## src/rtl/rvfpm_xif_issue_queue_pkg.sv

```systemverilog
// Shared types and defaults for the XIF issue queue that sits in front of the FPU execute pipeline.
package rvfpm_xif_issue_queue_pkg;

  localparam int unsigned IqDefaultDepth   = 4;
  localparam int unsigned IqDefaultIdWidth = 4;
  localparam int unsigned IqDefaultXlen    = 32;
  localparam int unsigned IqDefaultNumRs   = 2;

  typedef enum logic [1:0] {
    IqFree      = 2'd0,
    IqIssued    = 2'd1,
    IqCommitted = 2'd2,
    IqKilled    = 2'd3
  } iq_state_e;

  // Entry layout at the default widths; the queue re-declares it with its own parameter widths.
  typedef struct packed {
    iq_state_e                                   state;
    logic [31:0]                                 instr;
    logic [IqDefaultIdWidth-1:0]                 id;
    logic [IqDefaultNumRs*IqDefaultXlen-1:0]     rs;
  } iq_entry_t;

  // State an ISSUED entry moves to when the core resolves it.
  function automatic iq_state_e iq_resolve(input logic kill);
    return kill ? IqKilled : IqCommitted;
  endfunction

endpackage

```

## src/rtl/rvfpm_xif_issue_queue.sv

```systemverilog
// In-order buffer holding speculatively issued XIF instructions until commit/kill, then
// dispatching committed ones to the FPU execute stage in program order.
module rvfpm_xif_issue_queue
  import rvfpm_xif_issue_queue_pkg::*;
#(
  parameter int unsigned QUEUE_DEPTH = IqDefaultDepth,
  parameter int unsigned X_ID_WIDTH  = IqDefaultIdWidth,
  parameter int unsigned XLEN        = IqDefaultXlen,
  parameter int unsigned X_NUM_RS    = IqDefaultNumRs
) (
  input  logic                           ck,
  input  logic                           rst,
  input  logic                           enable,

  input  logic                           issue_valid,
  output logic                           issue_ready,
  input  logic [31:0]                    issue_instr,
  input  logic [X_ID_WIDTH-1:0]          issue_id,
  input  logic [X_NUM_RS*XLEN-1:0]       issue_rs,
  input  logic                           decode_accept,
  output logic                           issue_accept,

  input  logic                           commit_valid,
  input  logic [X_ID_WIDTH-1:0]          commit_id,
  input  logic                           commit_kill,
  output logic                           commit_err,

  output logic                           exec_valid,
  input  logic                           exec_ready,
  output logic [31:0]                    exec_instr,
  output logic [X_ID_WIDTH-1:0]          exec_id,
  output logic [X_NUM_RS*XLEN-1:0]       exec_rs,

  output logic [$clog2(QUEUE_DEPTH+1)-1:0] count,
  output logic                           full,
  output logic                           empty
);

  localparam int unsigned CntW = $clog2(QUEUE_DEPTH + 1);
  localparam int unsigned PtrW = (QUEUE_DEPTH > 1) ? $clog2(QUEUE_DEPTH) : 1;
  localparam int unsigned RsW  = X_NUM_RS * XLEN;

  typedef struct packed {
    iq_state_e             state;
    logic [31:0]           instr;
    logic [X_ID_WIDTH-1:0] id;
    logic [RsW-1:0]        rs;
  } entry_t;

  entry_t          mem_q [QUEUE_DEPTH];
  entry_t          mem_d [QUEUE_DEPTH];
  logic [PtrW-1:0] head_q, head_d;
  logic [PtrW-1:0] tail_q, tail_d;
  logic [CntW-1:0] count_q, count_d;
  logic            err_q, err_d;

  entry_t          head_entry;
  logic            active;
  logic            push;
  logic            pop;
  logic            kill_pop;
  logic            commit_hit;
  logic            push_hit;

  // Pointers wrap explicitly so non-power-of-two depths work.
  function automatic logic [PtrW-1:0] ptr_inc(input logic [PtrW-1:0] p);
    return (p == PtrW'(QUEUE_DEPTH - 1)) ? '0 : p + 1'b1;
  endfunction

  always_comb begin
    active       = enable & ~rst;
    full         = (count_q == CntW'(QUEUE_DEPTH));
    empty        = (count_q == '0);
    count        = count_q;
    issue_ready  = active & ~full;
    issue_accept = decode_accept & issue_ready;
    push         = issue_valid & issue_accept;

    head_entry   = mem_q[head_q];
    exec_valid   = active & (head_entry.state == IqCommitted);
    kill_pop     = active & (head_entry.state == IqKilled);
    pop          = (exec_valid & exec_ready) | kill_pop;

    exec_instr   = exec_valid ? head_entry.instr : '0;
    exec_id      = exec_valid ? head_entry.id    : '0;
    exec_rs      = exec_valid ? head_entry.rs    : '0;

    commit_err   = err_q & ~rst;
  end

  always_comb begin
    mem_d      = mem_q;
    head_d     = head_q;
    tail_d     = tail_q;
    count_d    = count_q;
    commit_hit = 1'b0;
    push_hit   = push & commit_valid & (issue_id == commit_id);

    if (active && commit_valid) begin
      for (int unsigned i = 0; i < QUEUE_DEPTH; i++) begin
        if (mem_q[i].state == IqIssued && mem_q[i].id == commit_id) begin
          mem_d[i].state = iq_resolve(commit_kill);
          commit_hit     = 1'b1;
        end
      end
    end

    // The head is never ISSUED when popped, so pop and commit never touch the same entry.
    if (pop) begin
      mem_d[head_q].state = IqFree;
      head_d              = ptr_inc(head_q);
    end

    if (push) begin
      mem_d[tail_q] = '{
        state: push_hit ? iq_resolve(commit_kill) : IqIssued,
        instr: issue_instr,
        id:    issue_id,
        rs:    issue_rs
      };
      tail_d = ptr_inc(tail_q);
    end

    count_d = count_q + CntW'(push) - CntW'(pop);
    err_d   = active & commit_valid & ~commit_hit & ~push_hit;
  end

  always_ff @(posedge ck) begin
    if (rst) begin
      for (int unsigned i = 0; i < QUEUE_DEPTH; i++) begin
        mem_q[i] <= '0;
      end
      head_q  <= '0;
      tail_q  <= '0;
      count_q <= '0;
      err_q   <= 1'b0;
    end else begin
      for (int unsigned i = 0; i < QUEUE_DEPTH; i++) begin
        mem_q[i] <= mem_d[i];
      end
      head_q  <= head_d;
      tail_q  <= tail_d;
      count_q <= count_d;
      err_q   <= err_d;
    end
  end

endmodule

```

## config.mk

```make
export PLATFORM = sky130hd
export DESIGN_NAME = rvfpm_xif_issue_queue
export DESIGN_NICKNAME = d
export VERILOG_FILES = /design/src/rtl/rvfpm_xif_issue_queue_pkg.sv /design/src/rtl/rvfpm_xif_issue_queue.sv
export SDC_FILE = /design/constraint.sdc
export NUM_CORES = 1
export LEC_CHECK = 0
export CAP_MARGIN = 15
export CELL_PAD_IN_SITES_DETAIL_PLACEMENT = 1
export CELL_PAD_IN_SITES_GLOBAL_PLACEMENT = 1
export CORE_UTILIZATION = 42
export DETAILED_ROUTE_END_ITERATION = 10
export GPL_TIMING_DRIVEN = 1
export MAX_ROUTING_LAYER = met4
export PLACE_DENSITY_LB_ADDON = 0.3
export SLEW_MARGIN = 25
export SYNTH_ARGS = -nofsm -noshare
export SYNTH_HDL_FRONTEND = slang
export SYNTH_SLANG_ARGS = --single-unit
```

## constraint.sdc

```tcl
create_clock -name ck -period 3.16 [get_ports ck]
set_input_delay 0.316 -clock ck [delete_from_list [all_inputs] [get_ports ck]]
set_output_delay 0.316 -clock ck [all_outputs]
set_load 0.005 [all_outputs]
```

Word level (Yosys, flattened, before mapping)
Index checks and enable logic that the tools add are counted.
- equal/unequal tests: 14
- magnitude comparators: 4
- reduce and logical (&&, ||, !) cells: 8
- $add $sub $neg: 4
- mux-type cells: 31
- bitwise gates (word level): 20
- operators with widths (operator ; number):
    $bwmux W408 ; 2
    $mux W408 ; 2
    $demux W102 S2 ; 2
    $mux W102 ; 4
    $bmux W102 S2 ; 1
    $mux W64 ; 1
    $mux W32 ; 1
    $mux W2 ; 11
    $eq A4 B4 Y1 ; 5
    $and A1 B1 Y1 ; 13
    $eq A2 B1 Y1 const B ; 4
    $eq A2 B2 Y1 const B ; 4
    $logic_and A1 B1 Y1 ; 7
    $ge A3 B3 Y1 const B ; 2
    $lt A3 B1 Y1 const B ; 2
    $mux W1 ; 6
    $not A2 Y3 ; 2
    $add A2 B1 Y2 const B ; 2
    $mux W4 ; 1
    $not A1 Y1 ; 4
    $add A3 B1 Y3 ; 1
    $eq A3 B3 Y1 const B ; 1
    $logic_not A3 Y1 ; 1
    $sub A3 B1 Y3 ; 1
    $or A1 B1 Y1 ; 1
- bits in registers: 416
- input port bits: 112
- output and inout port bits: 109
- logic and storage cells: 101

Longest topological paths before layout
- depth after elaboration: 11
- mapped depth: 12
- mapped depth without buffers: 10

Worst setup path after synthesis
No wires, ideal clock.
- path type: reg2reg
- start point: reg head_q[0]
- end point: reg count_q[2] (netlist: count[2])
- setup time: 0.128 ns
- slack: 0.653 ns
- data arrival time: 2.379 ns
- cell stages (with the launch flop): 13
- cells stage by stage: dfxtp_1 buf_2 mux2i_1 nand3b_1 o311a_1 buf_4 ha_1 inv_1 ha_1 fa_1 xnor2_1 xnor2_1 nor2_1
- cells in the longest elaborated chain, start to end: 9
- RTL lines (what ; RTL line ; text):
    start: declaration ; rvfpm_xif_issue_queue.sv:52 ; logic [PtrW-1:0] head_q, head_d;
    start signal: assignment ; rvfpm_xif_issue_queue.sv:133 ; head_q <= '0;
    start signal: assignment ; rvfpm_xif_issue_queue.sv:141 ; head_q <= head_d;
    $not A2 Y3 (not written as such) (*) ; rvfpm_xif_issue_queue.sv:79 ; head_entry = mem_q[head_q];
    $bmux W102 S2 (*) ; rvfpm_xif_issue_queue.sv:79 ;
    $mux W102 (not written as such) (*) (2 in a row) ; rvfpm_xif_issue_queue.sv:79 ;
    $eq A2 B2 Y1 ; rvfpm_xif_issue_queue.sv:80 ; exec_valid = active & (head_entry.state == IqCommitted);
    $and A1 B1 Y1 ; rvfpm_xif_issue_queue.sv:80 ;
    $and A1 B1 Y1 ; rvfpm_xif_issue_queue.sv:82 ; pop = (exec_valid & exec_ready) | kill_pop;
    $or A1 B1 Y1 (*) ; rvfpm_xif_issue_queue.sv:82 ;
    $sub A3 B1 Y3 (*) ; rvfpm_xif_issue_queue.sv:124 ; count_d = count_q + CntW'(push) - CntW'(pop);
    end signal: assignment ; rvfpm_xif_issue_queue.sv:143 ; count_q <= count_d;
    end: declaration ; rvfpm_xif_issue_queue.sv:54 ; logic [CntW-1:0] count_q, count_d;
Mark *: on every way between the ends. The rest lies on a longest branch, timed or not. The select of a mux whose other input is x is not followed.
A chain may end at the register's enable or synchronous reset.

Worst setup path after layout
- start point: reg head_q[1]
- end point: out exec_rs[57]
- cells in the longest elaborated chain, start to end: 7
- RTL lines (what ; RTL line ; text):
    $not A2 Y3 (not written as such) (*) ; rvfpm_xif_issue_queue.sv:79 ;
    $bmux W102 S2 (*) ; rvfpm_xif_issue_queue.sv:79 ;
    $mux W102 (not written as such) (*) (2 in a row) ; rvfpm_xif_issue_queue.sv:79 ;
    $eq A2 B2 Y1 ; rvfpm_xif_issue_queue.sv:80 ;
    $and A1 B1 Y1 ; rvfpm_xif_issue_queue.sv:80 ;
    $mux W64 (*) ; rvfpm_xif_issue_queue.sv:86 ; exec_rs = exec_valid ? head_entry.rs : '0;
    end: declaration ; rvfpm_xif_issue_queue.sv:32 ; output logic [X_NUM_RS*XLEN-1:0] exec_rs,
Marks and branches as above.

==> results <==
where the power goes:
group | switching [mW] | internal [mW] | total [mW]
registers | 0.0194 | 5.28 | 5.30
logic | 0.298 | 0.216 | 0.514
clock network | 2.17 | 3.17 | 5.34
total | 2.49 | 8.67 | 11.2
cell type report:
class | count | area (um2) | share of cell area, %
antenna | 8 | 20.0 | 0.0897
inverter | 13 | 48.8 | 0.219
sequential | 416 | 8340 | 37.4
tap | 539 | 674 | 3.02
clock inverter | 6 | 55.1 | 0.247
multi-input combinational | 1524 | 8880 | 39.8
timing repair buffer | 265 | 2870 | 12.9
clock buffer | 73 | 1440 | 6.44
sequential cells by signal, indices dropped and copies added, names as in the netlist:
name and cells:
mem_q 408, count 3, tail_q 2, head_q 2, err_q 1
worst max-delay path, cell delays in order, from the launching register on:
cell and delay [ps]:
dfxtp_4 440, or3b_1 440, o22ai_4 140, buf_12 150, buf_6 260, and3_1 210
clkdlybuf4s50_1 500
per-layer routing:
layer  GRT usage, %  part of all wire (%)
met5              -                     0
met4           7.88                   1.9
met3           4.43                   4.6
met2           47.1                    50
met1           33.1                    43
layout by cell type (no fill, tap or decap), drive strengths merged, types with 5 or more instances in the layout:
cell,n
and3,101
nor2b,5
clkbuf,74
mux4,100
clkinv,5
nor2,10
a21oi,406
nand2,815
diode,8
xnor2,13
nor3,5
and2,5
xor2,7
buf,44
clkdlybuf4s50,219
ha,10
inv,13
dfxtp,416
path summary, 6_finish.rpt:
kind	cells after the start	startpoint	endpoint
worst max-delay path	6	head_q[1]	exec_rs[57]
worst max register to register	11	head_q[0]	count[2]
worst min-delay path	2	rst	head_q[1]
worst min register to register	2	mem_q[184]	mem_q[184]
logic make-up (layout without fill, tap and decap cells):
logic type / Yosys count / count (layout) / share of synthesized area (%)
AO/OA/AOI/OAI: 424 / 424 / 12.1
flip-flops: 416 / 416 / 46.0
AND/OR/NAND/NOR: 963 / 963 / 22.1
XOR/XNOR: 20 / 20 / 0.967
other: 0 / 8 / 0
buffers and inverters: 201 / 357 / 5.29
adder cells (fa/ha/maj): 11 / 11 / 0.801
multiplexers: 106 / 106 / 12.8
metrics by stage:
| step | cells | total power, mW | setup slack (ps) | instance area (um2) |
|---|---|---|---|---|
| after floorplan | 2141 | 5.62 | 653 | 18100 |
| after global placement | 2752 | 5.90 | 218 | 20700 |
| after detailed placement | 2752 | 5.92 | 200 | 20700 |
| after CTS | 2833 | 11.2 | 8.33 | 22200 |
| after global routing | 2842 | 11.5 | 5.17 | 22300 |
| final | 2844 | 11.2 | 87.1 | 22300 |
repair_timing:
action / in CTS / in global routing
resized for setup: 1 / 6
setup buffers: 1 / 1
cloned: 1 / 2
setup endpoints to repair: 32 / 63
hold buffers: 0 / 0
==> results.cfg <==
[yosys]
synth-seq-cells = 416
yosys_warnings = 0
yosysTopAreaCellShare_pct = 46.0
synthFlopType = dfxtp_1
synth_most_common_cell = nand2_1
synth_common_cells = 813 x nand2_1, 416 x dfxtp_1, 406 x a21oi_1
syn-cell-area_um2 = 18100
synth_area_leader_cell = dfxtp_1
postSynthCellCount = 2141
syn-num-nets = 2264
synth_area_leaders = dfxtp_1 46%, nand2_1 17%, mux4_2 12%, a21oi_1 11%, and3_1 3.5%
synth_edf_count = 0
syn_area_per_cell_um2 = 8.46
async_flop_share_pct = 0
synth_cell_type_count = 49
yosysSeqAreaShare_pct = 46.0

[floorplan]
rows = 75
io_pins = 221
die-area_um2 = 44000
fp.dieW_um = 210
start_util_pct = 42.9
die_h_um = 210
core_area_um2 = 42200

[place]
gp_congestion = 0.813
portBuffers = 220
hpwlAfterDp_mm = 35.2

[clock_tree]
cts_tree = built
htreeDepth = 2
clock_latency_ps = 580
cts_buffers = 46
cts_root_buf = clkbuf_16
clk_path_buf_depth = 3
cts_sinks = 416
clk_pin_slew_worst_paths_ps = 60

[sta]
hold_viol_final = 0
max_slew.worst_pin.slew_ps = 966
hold_ws_ps = 87.3
fin_crit_ps = 3070
maxSlewViolCount = 0
relSlewSlack_pct = 35.6
worst_clock_skew_ps = 11.5
fin_crit_sh_pct = 97.2
setup_viol = 0
fmax_mhz = 325
rsz0062_at_grt = false
fin_tns_setup_ps = 0

[global_route]
grt_antenna_before_repair = 8
grt_usage_pct = 27.4
grt_pass1_vias = 16900
grt_overflow = 0
grt_pass1_wl_mm = 92.3
grt_start_max_net_pins = 210

[power_and_ir_drop]
power_leakage_nw = 7.55
ir_worst_vdd_mv = 0.484
p_per_area_nw_per_um2 = 500

[cells_and_area]
final_layout_size_suffix_gt1_share_pct = 10.1
area_growth_pct = 23.2
final_nets = 2389
fillerInstances = 4845
final_util_pct = 52.8

[worst_setup_path]
r2r_slack_ps = 380
timing_worst_setup_path_type = reg2out
worstSetupStartpointType = flip-flop
cp_max_fo = 25
crit_arrival_ps = 2760
cp.required_ps = 2840
endpoint_kind = output pin

[drt]
vias_per_cell = 5.65
route.detailed.drc = 0
wire_per_inst_um = 21.2
drtIter0Drc = 1121
ant_nets = 0
wl_mm = 60.2
vias = 16100
dr.pass1.iters = 5

[outcome]
outcome = finished, final reports clean

[min_path]
hp-class = in2reg

[run]
drv_cap = 0
Note: power is estimated with default switching activity, not from simulation.
